### config.mk
export PLATFORM = sky130hd
export DESIGN_NAME = bitonic_topk_merge
export DESIGN_NICKNAME = d
export VERILOG_FILES = /design/src/rtl/bitonic_topk_merge_pkg.sv /design/src/rtl/bitonic_topk_merge_layer.sv /design/src/rtl/bitonic_topk_merge.sv
export SDC_FILE = /design/constraint.sdc
export NUM_CORES = 2
export LEC_CHECK = 0
export ABC_AREA = 1
export CELL_PAD_IN_SITES_DETAIL_PLACEMENT = 1
export CELL_PAD_IN_SITES_GLOBAL_PLACEMENT = 2
export CORE_ASPECT_RATIO = 0.5
export CORE_MARGIN = 4
export CORE_UTILIZATION = 29
export DETAILED_ROUTE_END_ITERATION = 8
export PLACE_DENSITY = 0.81
export REMOVE_ABC_BUFFERS = 1
export SYNTH_ARGS = -nofsm -noshare
export SYNTH_HDL_FRONTEND = slang
export SYNTH_SLANG_ARGS = --single-unit
### constraint.sdc
create_clock -name clk -period 1.88 [get_ports clk]
set_input_delay 0.376 -clock clk [delete_from_list [all_inputs] [get_ports clk]]
set_output_delay 0.376 -clock clk [all_outputs]
set_load 0.01 [all_outputs]
### src/rtl/bitonic_topk_merge_pkg.sv
// Shared types and helpers for the bitonic top-K merger.
// Defines the signed element type, a default-width vector type and the
// layer-count helper used by the top level.
package bitonic_topk_merge_pkg;

   localparam int unsigned ELEM_W    = 16;
   localparam int unsigned K_DEFAULT = 16;

   typedef logic signed [ELEM_W-1:0] elem_t;
   typedef elem_t [K_DEFAULT-1:0]     vec_t;

   // Number of compare-exchange layers needed to merge a k-element bitonic vector.
   function automatic int unsigned log2k(input int unsigned k);
      return $clog2(k);
   endfunction

endpackage

### src/rtl/bitonic_topk_merge_layer.sv
// One bitonic compare-exchange layer plus its pipeline register.
//
// compare_swap_asc ports:
//   a_i, b_i   - signed elements in
//   lo_c_o     - smaller of the two (combinational)
//   hi_c_o     - larger of the two (combinational)
//
// bitonic_merge_layer ports:
//   clk, rst   - clock, synchronous active-high reset
//   en_i       - global pipeline enable; register holds when low
//   valid_i    - valid bit of the incoming vector
//   data_i     - K-element vector from the previous layer
//   valid_o    - registered valid bit
//   data_o     - registered K-element vector after compare-exchange at distance D

module compare_swap_asc
   import bitonic_topk_merge_pkg::*;
(
   input  elem_t a_i,
   input  elem_t b_i,
   output elem_t lo_c_o,
   output elem_t hi_c_o
);

   logic swap_c;

   // Swap only on strict greater-than so equal values pass straight through.
   assign swap_c = (a_i > b_i);
   assign lo_c_o = swap_c ? b_i : a_i;
   assign hi_c_o = swap_c ? a_i : b_i;

endmodule

module bitonic_merge_layer
   import bitonic_topk_merge_pkg::*;
#(
   parameter int unsigned K = 16,
   parameter int unsigned D = 8
)
(
   input  logic          clk,
   input  logic          rst,
   input  logic          en_i,
   input  logic          valid_i,
   input  elem_t [K-1:0] data_i,
   output logic          valid_o,
   output elem_t [K-1:0] data_o
);

   elem_t [K-1:0] data_d;
   elem_t [K-1:0] data_q;
   logic          valid_q;

   // Pair every index with bit D clear against its partner D above it.
   for (genvar i = 0; i < int'(K); i++) begin : g_pair
      if ((i & int'(D)) == 0) begin : g_cas
         compare_swap_asc u_cas (
            .a_i    (data_i[i]),
            .b_i    (data_i[i+int'(D)]),
            .lo_c_o (data_d[i]),
            .hi_c_o (data_d[i+int'(D)])
         );
      end
   end

   // Pipeline register; the whole pipe stalls together on en_i.
   always_ff @(posedge clk) begin
      if (rst) begin
         data_q  <= '0;
         valid_q <= 1'b0;
      end else if (en_i) begin
         data_q  <= data_d;
         valid_q <= valid_i;
      end
   end

   assign data_o  = data_q;
   assign valid_o = valid_q;

endmodule

### src/rtl/bitonic_topk_merge.sv
// Pipelined bitonic merger: sorts a K-element bitonic vector ascending
// through log2(K) registered compare-exchange layers, with a global stall.
//
// Ports:
//   clk, rst   - clock, synchronous active-high reset
//   in_valid   - in_data carries a bitonic vector
//   in_ready   - block accepts in_data this cycle (combinational)
//   in_data    - K signed 16-bit elements, element i at [16i +: 16]
//   out_valid  - out_data carries a sorted vector
//   out_ready  - consumer accepts out_data this cycle
//   out_data   - sorted vector, element 0 smallest
module bitonic_topk_merge
   import bitonic_topk_merge_pkg::*;
#(
   parameter int unsigned K = 16
)
(
   input  logic                  clk,
   input  logic                  rst,
   input  logic                  in_valid,
   output logic                  in_ready,
   input  logic [K*ELEM_W-1:0]   in_data,
   output logic                  out_valid,
   input  logic                  out_ready,
   output logic [K*ELEM_W-1:0]   out_data
);

   localparam int unsigned LOG2K = log2k(K);

   logic          en;
   logic          stage_valid [LOG2K+1];
   elem_t [K-1:0] stage_data  [LOG2K+1];

   // Whole pipe advances whenever the output slot is free or being drained.
   assign en       = out_ready | ~out_valid;
   assign in_ready = en;

   assign stage_valid[0] = in_valid & en;
   assign stage_data[0]  = in_data;

   // Layer s compares at distance K >> (s+1): K/2, K/4, ..., 1.
   for (genvar s = 0; s < int'(LOG2K); s++) begin : g_layer
      bitonic_merge_layer #(
         .K (K),
         .D (K >> (s + 1))
      ) u_layer (
         .clk     (clk),
         .rst     (rst),
         .en_i    (en),
         .valid_i (stage_valid[s]),
         .data_i  (stage_data[s]),
         .valid_o (stage_valid[s+1]),
         .data_o  (stage_data[s+1])
      );
   end

   assign out_valid = stage_valid[LOG2K];
   assign out_data  = stage_data[LOG2K];

endmodule

Yosys cells after proc, flatten, opt, wreduce, memory -nomap -nowiden:

Cells that the tools add are included.
Widths: inputs -> output; s select.

* flip-flop bits (word level): 1028
* output and inout port bits: 258

* magnitude comparators: 32
* muxes and demuxes: 64
* bitwise logic cells: 3

Operator list (number)
* $mux 16: 64
* $gt 16x16->1: 32
* $and 1x1->1: 1
* $not 1->1: 1
* $or 1x1->1: 1

Logic depth before layout (Yosys ltp):

* word-level depth: 3
* gate-level depth with buffers: 18
* gate-level depth less buffers: 17

Modules after synthesis:

From an unflattened synthesis, not the netlist that was laid out.

* cell total of the unflattened synthesis: 12464
* area, all modules: 80110.6 µm²

Modules (own cells, without submodules)
* bitonic_merge_layer: instances 4, cells each 1628, area an instance 10622.7 µm², sequential area each 5144.9 µm²
* compare_swap_asc at g_layer[0].u_layer.g_pair[0].g_cas.u_cas ...: instances 31, cells each 186, area an instance 1178.6 µm², sequential area each 0.0 µm²
* compare_swap_asc at g_layer[3].u_layer.g_pair[8].g_cas.u_cas: instances 1, cells each 182, area an instance 1062.3 µm², sequential area each 0.0 µm²
* bitonic_topk_merge: instances 1, cells each 4, area an instance 20.0 µm², sequential area each 0.0 µm²

Worst setup path after synthesis:

No wires, ideal clock.

* path kind: in2reg
* start: input in_data[191]
* end: register g_layer[0].u_layer.data_q, in the netlist g_layer[0].u_layer.data_o[48]
* library setup time: 109 ps
* data arrival time: 1764 ps
* required time: 1771 ps
* path slack: 7 ps
* stages: 15
* path through: inv_1 ha_1 nand2_1 inv_2 o21ai_1 nand2_1 nor2_1 nand2_1 nand2_1 nand3_2 buf_4 nand2_1 nand3_1 nand2_1 inv_1

* longest elaborated chain between the ends: 2

Ends and longest elaborated chain
* start: declaration: line bitonic_topk_merge.sv:22 `input logic [K*ELEM_W-1:0] in_data,`
* $gt 16x16->1: line bitonic_topk_merge_layer.sv:28 `assign swap_c = (a_i > b_i);`
* $mux 16: line bitonic_topk_merge_layer.sv:29 `assign lo_c_o = swap_c ? b_i : a_i;`
* end signal: assignment: line bitonic_topk_merge_layer.sv:72 `data_q <= data_d;`
* end: declaration: line bitonic_topk_merge_layer.sv:51 `elem_t [K-1:0] data_q;`

Every way passes these cells.
A chain may end at the register's enable or synchronous reset.

Worst setup path after layout:

* start: register g_layer[1].u_layer.data_q, in the netlist g_layer[1].u_layer.data_o[123]
* end: register g_layer[2].u_layer.data_q, in the netlist g_layer[2].u_layer.data_o[91]

* longest elaborated chain between the ends: 2

Ends and longest elaborated chain (line)
* start: declaration: bitonic_topk_merge_layer.sv:51
* start signal: assignment: bitonic_topk_merge_layer.sv:72
* $gt 16x16->1: bitonic_topk_merge_layer.sv:28
* $mux 16 (*): bitonic_topk_merge_layer.sv:29
* end signal: assignment: bitonic_topk_merge_layer.sv:72
* end: declaration: bitonic_topk_merge_layer.sv:51

Mark *: on every way between the ends. The rest lies on a longest branch, timed or not.

==> reports/metrics.yaml <==
status:
  outcome: "finished, violations left"
  violations_in_the_final_reports: "setup timing"
die:
  fp.coreArea_sq_um: 241000
  dieHeight_um: 357
  effective_utilization_at_floorplan: 0.293
  dieWidth_um: 706
  num_io_pins: 518
  core.rowCount: 127
  area_of_the_die_sq_um: 252000
routing:
  drtIter0Drc: 5917
  post_drt_wl_per_cell_um: 20.8
  drtAntennaViolNets: 0
  first_pass_iters: 5
  detail_route.vias_per_cell: 5.03
  remaining_drc_errors: 0
  route.vias.total: 82710
  drt-total-wl_mm: 342
timing:
  fin_crit_sh: 1.19
  setup_repair_after_global_routing_missed_its_margin: "true"
  timing_worst_slew_pin_value_ns: 0.381
  pins_over_their_slew_limit: 0
  post-route-min-period_ns: 2.24
  final.setup.worst_slack_ns: -0.364
  timing.max_slew.rel_slack: 0.743
  achievable-frequency_mhz: 446
  skew_ns: 0.0445
  finalSetupTns_ns: -189.28
  setup-violations-final: 1189
  hold_viol_final: 0
worst_setup_path:
  worst_endpoint_data_arrival_time_ns: 2.89
  cp-start-kind: "flop"
  timing_worst_setup_path_type: "flop to flop"
  crit_path_max_fo: 8
  critPathCaptureType: "flop"
  cp_data_required_time_ns: 2.53
logic_synthesis:
  synthDistinctLibCells: 20
  avgSynthCellArea_sq_um: 6.21
  combinational_family_with_the_most_area_after_synthesis: "simple AND/OR/NAND/NOR gates"
  synth_compound_area_frac: 0.0915
  post_synth_and_or_nand_nor_area_fraction: 0.332
  synthesis.area_sq_um: 70600
  yosys_register_bits: 1028
  post_synth_xor_area_fraction: 0
  synth_cells: 11365
  synth_adder_area_share: 0.0908
  synth.area.mux_share: 0
  yosys_warnings: 0
  synth_sequential_area_ratio: 0.292
pwr:
  share_seq_of_total_power: 0.211
  p_int_uw: 75900
  cellLeakagePower_uw: 0.0619
  worst_ir_drop_vdd_mv: 0.993
  p_per_area_nw_per_um2: 1280
  power.share.switching: 0.451
  share_clk_of_total_power: 0.176
  power.net_switching_uw: 62300
  comb_power_share: 0.614
global_route:
  antenna_found_initial: 10
  first_global_vias: 82043
  grt-ovfl-total: 0
  grt_first_pass_wirelength_mm: 495
  grt_util_all_layers: 0.250
  maximum_number_of_pins_on_one_net_before_global_route_repair: 56
cts:
  tritoncts: "built"
  clk_root_buf: "sky130_fd_sc_hd__clkbuf_16"
  clkSlewWorstSetupHoldPaths_ns: 0.07
  htree_num_levels: 3
  cts_made_buffers: 109
  clk_latency_ns: 0.78
  clkSinkCount: 1028
  clockBufferDepth: 3
  cts-hold-fix-buffers: 0
layout:
  final_core_utilization: 0.447
  fill_cell_total_of_the_finished_layout: 29799
  flow.area_growth_from_synthesis_pct: 52.7
  layout_commonest_cell: "sky130_fd_sc_hd__inv_1"
  num-nets-final: 13891
  cell_count_final_fillers_out: 16438
  share_of_final_layout_standard_cells_stronger_than_drive_strength_1: 0.294
  layout.cells.most_common_list: "sky130_fd_sc_hd__inv_1 (2574), sky130_fd_sc_hd__nand2_1 (2140), sky130_fd_sc_hd__buf_4 (1470), sky130_fd_sc_hd__nand4_1 (1039), sky130_fd_sc_hd__o21ai_0 (985)"
worst_hold_path:
  worst_hold_path_type: "primary input to flop"
run:
  timing.max_cap.violations: 0
place:
  placed_cells: 16068
  port_buffers: 517
  dp_hpwl_mm: 249
  gp_congestion: 0.916
-- repair_timing --
item / CTS / global route
gates resized for setup: 954 / 1517
gates cloned: 49 / 43
setup endpoints to repair: 1090 / 1259
hold endpoints to repair: 0 / 0
pin swaps: 222 / 418
buffers inserted: 38 / 56
-- final timing paths --
path | from | to | slack, ns | cells past startpoint
max reg2reg | g_layer[1].u_layer.data_o[123] | g_layer[2].u_layer.data_o[91] | -0.36 | 13
min | in_valid | g_layer[0].u_layer.valid_o | 0.27 | 3
max | g_layer[1].u_layer.data_o[123] | g_layer[2].u_layer.data_o[91] | -0.36 | 13
min reg2reg | g_layer[2].u_layer.valid_o | g_layer[2].u_layer.valid_o | 0.47 | 2
-- layout make-up --
type | instances | area [sq um] | area share
clock buffers | 134 | 3030 | 0.0281
repair buffers | 2367 | 23300 | 0.216
diodes | 3 | 7.51 | 0.0000696
well taps | 3225 | 4040 | 0.0374
flip-flops and latches | 1028 | 21000 | 0.195
clock inverters | 68 | 783 | 0.00727
multi-input cells | 6845 | 45200 | 0.420
inverters | 2768 | 10400 | 0.0966
-- cells by family after synthesis --
group           count (synthesis)
fa+ha+maj                     512
buf+inv                      3492
flops                        1028
simple gates                 5058
compound gates               1275
-- critical path, stage by stage, from the launching register on --
cell and delay [ns]:
sky130_fd_sc_hd__dfxtp_2 0.33, sky130_fd_sc_hd__inv_2 0.04, sky130_fd_sc_hd__ha_4 0.27, sky130_fd_sc_hd__nand4_1 0.21
sky130_fd_sc_hd__nor3_4 0.26, sky130_fd_sc_hd__nand2_4 0.11, sky130_fd_sc_hd__nand3_4 0.11, sky130_fd_sc_hd__nand3_4 0.15
sky130_fd_sc_hd__buf_6 0.18, sky130_fd_sc_hd__buf_16 0.15, sky130_fd_sc_hd__nand2_4 0.07, sky130_fd_sc_hd__nand3_4 0.14
sky130_fd_sc_hd__nand2_2 0.09, sky130_fd_sc_hd__inv_1 0.04
-- stage by stage --
stage / hold slack, ns / worst slack, ns / power, uW / instance area [sq um]
2_1_floorplan: 0.430 / -13.93 / 59100 / 67300
3_3_place_gp: 0.440 / -0.889 / 89600 / 91000
3_5_place_dp: 0.449 / -0.960 / 91200 / 91000
4_1_cts: 0.218 / -0.273 / 123000 / 100000
5_1_grt: 0.266 / -0.454 / 146000 / 108000
6_report: 0.273 / -0.364 / 138000 / 108000
-- Yosys cell counts --
library cell | number | share of area
sky130_fd_sc_hd__nand3_2 | 62 | 0.0088
sky130_fd_sc_hd__inv_1 | 2729 | 0.15
sky130_fd_sc_hd__nor3_1 | 24 | 0.0017
sky130_fd_sc_hd__nand3_1 | 1097 | 0.078
sky130_fd_sc_hd__clkbuf_1 | 415 | 0.022
sky130_fd_sc_hd__buf_2 | 196 | 0.014
sky130_fd_sc_hd__nor2_1 | 164 | 0.0087
sky130_fd_sc_hd__nand2_2 | 24 | 0.0021
sky130_fd_sc_hd__inv_2 | 39 | 0.0021
sky130_fd_sc_hd__o21ai_1 | 31 | 0.0022
sky130_fd_sc_hd__dfxtp_1 | 1028 | 0.29
sky130_fd_sc_hd__o21ai_0 | 1027 | 0.073
sky130_fd_sc_hd__a21o_1 | 32 | 0.0034
sky130_fd_sc_hd__nand4_1 | 1039 | 0.092
sky130_fd_sc_hd__buf_1 | 20 | 0.0011
sky130_fd_sc_hd__nand2_1 | 2647 | 0.14
sky130_fd_sc_hd__buf_4 | 93 | 0.0099
sky130_fd_sc_hd__nor2_2 | 1 | 0.000089
sky130_fd_sc_hd__a21oi_1 | 185 | 0.013
sky130_fd_sc_hd__ha_1 | 512 | 0.091
-- power groups by stage --
stage | logic [uW] | registers, uW | clock network [uW]
after floorplan | 29600 | 29500 | 0
after global placement | 60700 | 28900 | 0
after detailed placement | 62300 | 28900 | 0
after CTS | 69500 | 28700 | 24800
after global routing | 90900 | 29600 | 25700
final | 84800 | 29100 | 24300
-- sequential cells by signal, summed over array words and instances, names as in the netlist --
| name | count |
|---|---|
| g_layer.u_layer.data_o | 1024 |
| g_layer.u_layer.valid_o | 4 |
-- per-layer routing --
layer | global-route usage | up-vias | wire [um]
li1 | - | 39585 | -
met1 | 0.336 | 40794 | 152000
met2 | 0.432 | 1831 | 164000
met3 | 0.0262 | 498 | 15800
met4 | 0.0566 | 2 | 10200
met5 | 0 | - | 13
(Power assumes the default switching activity.)
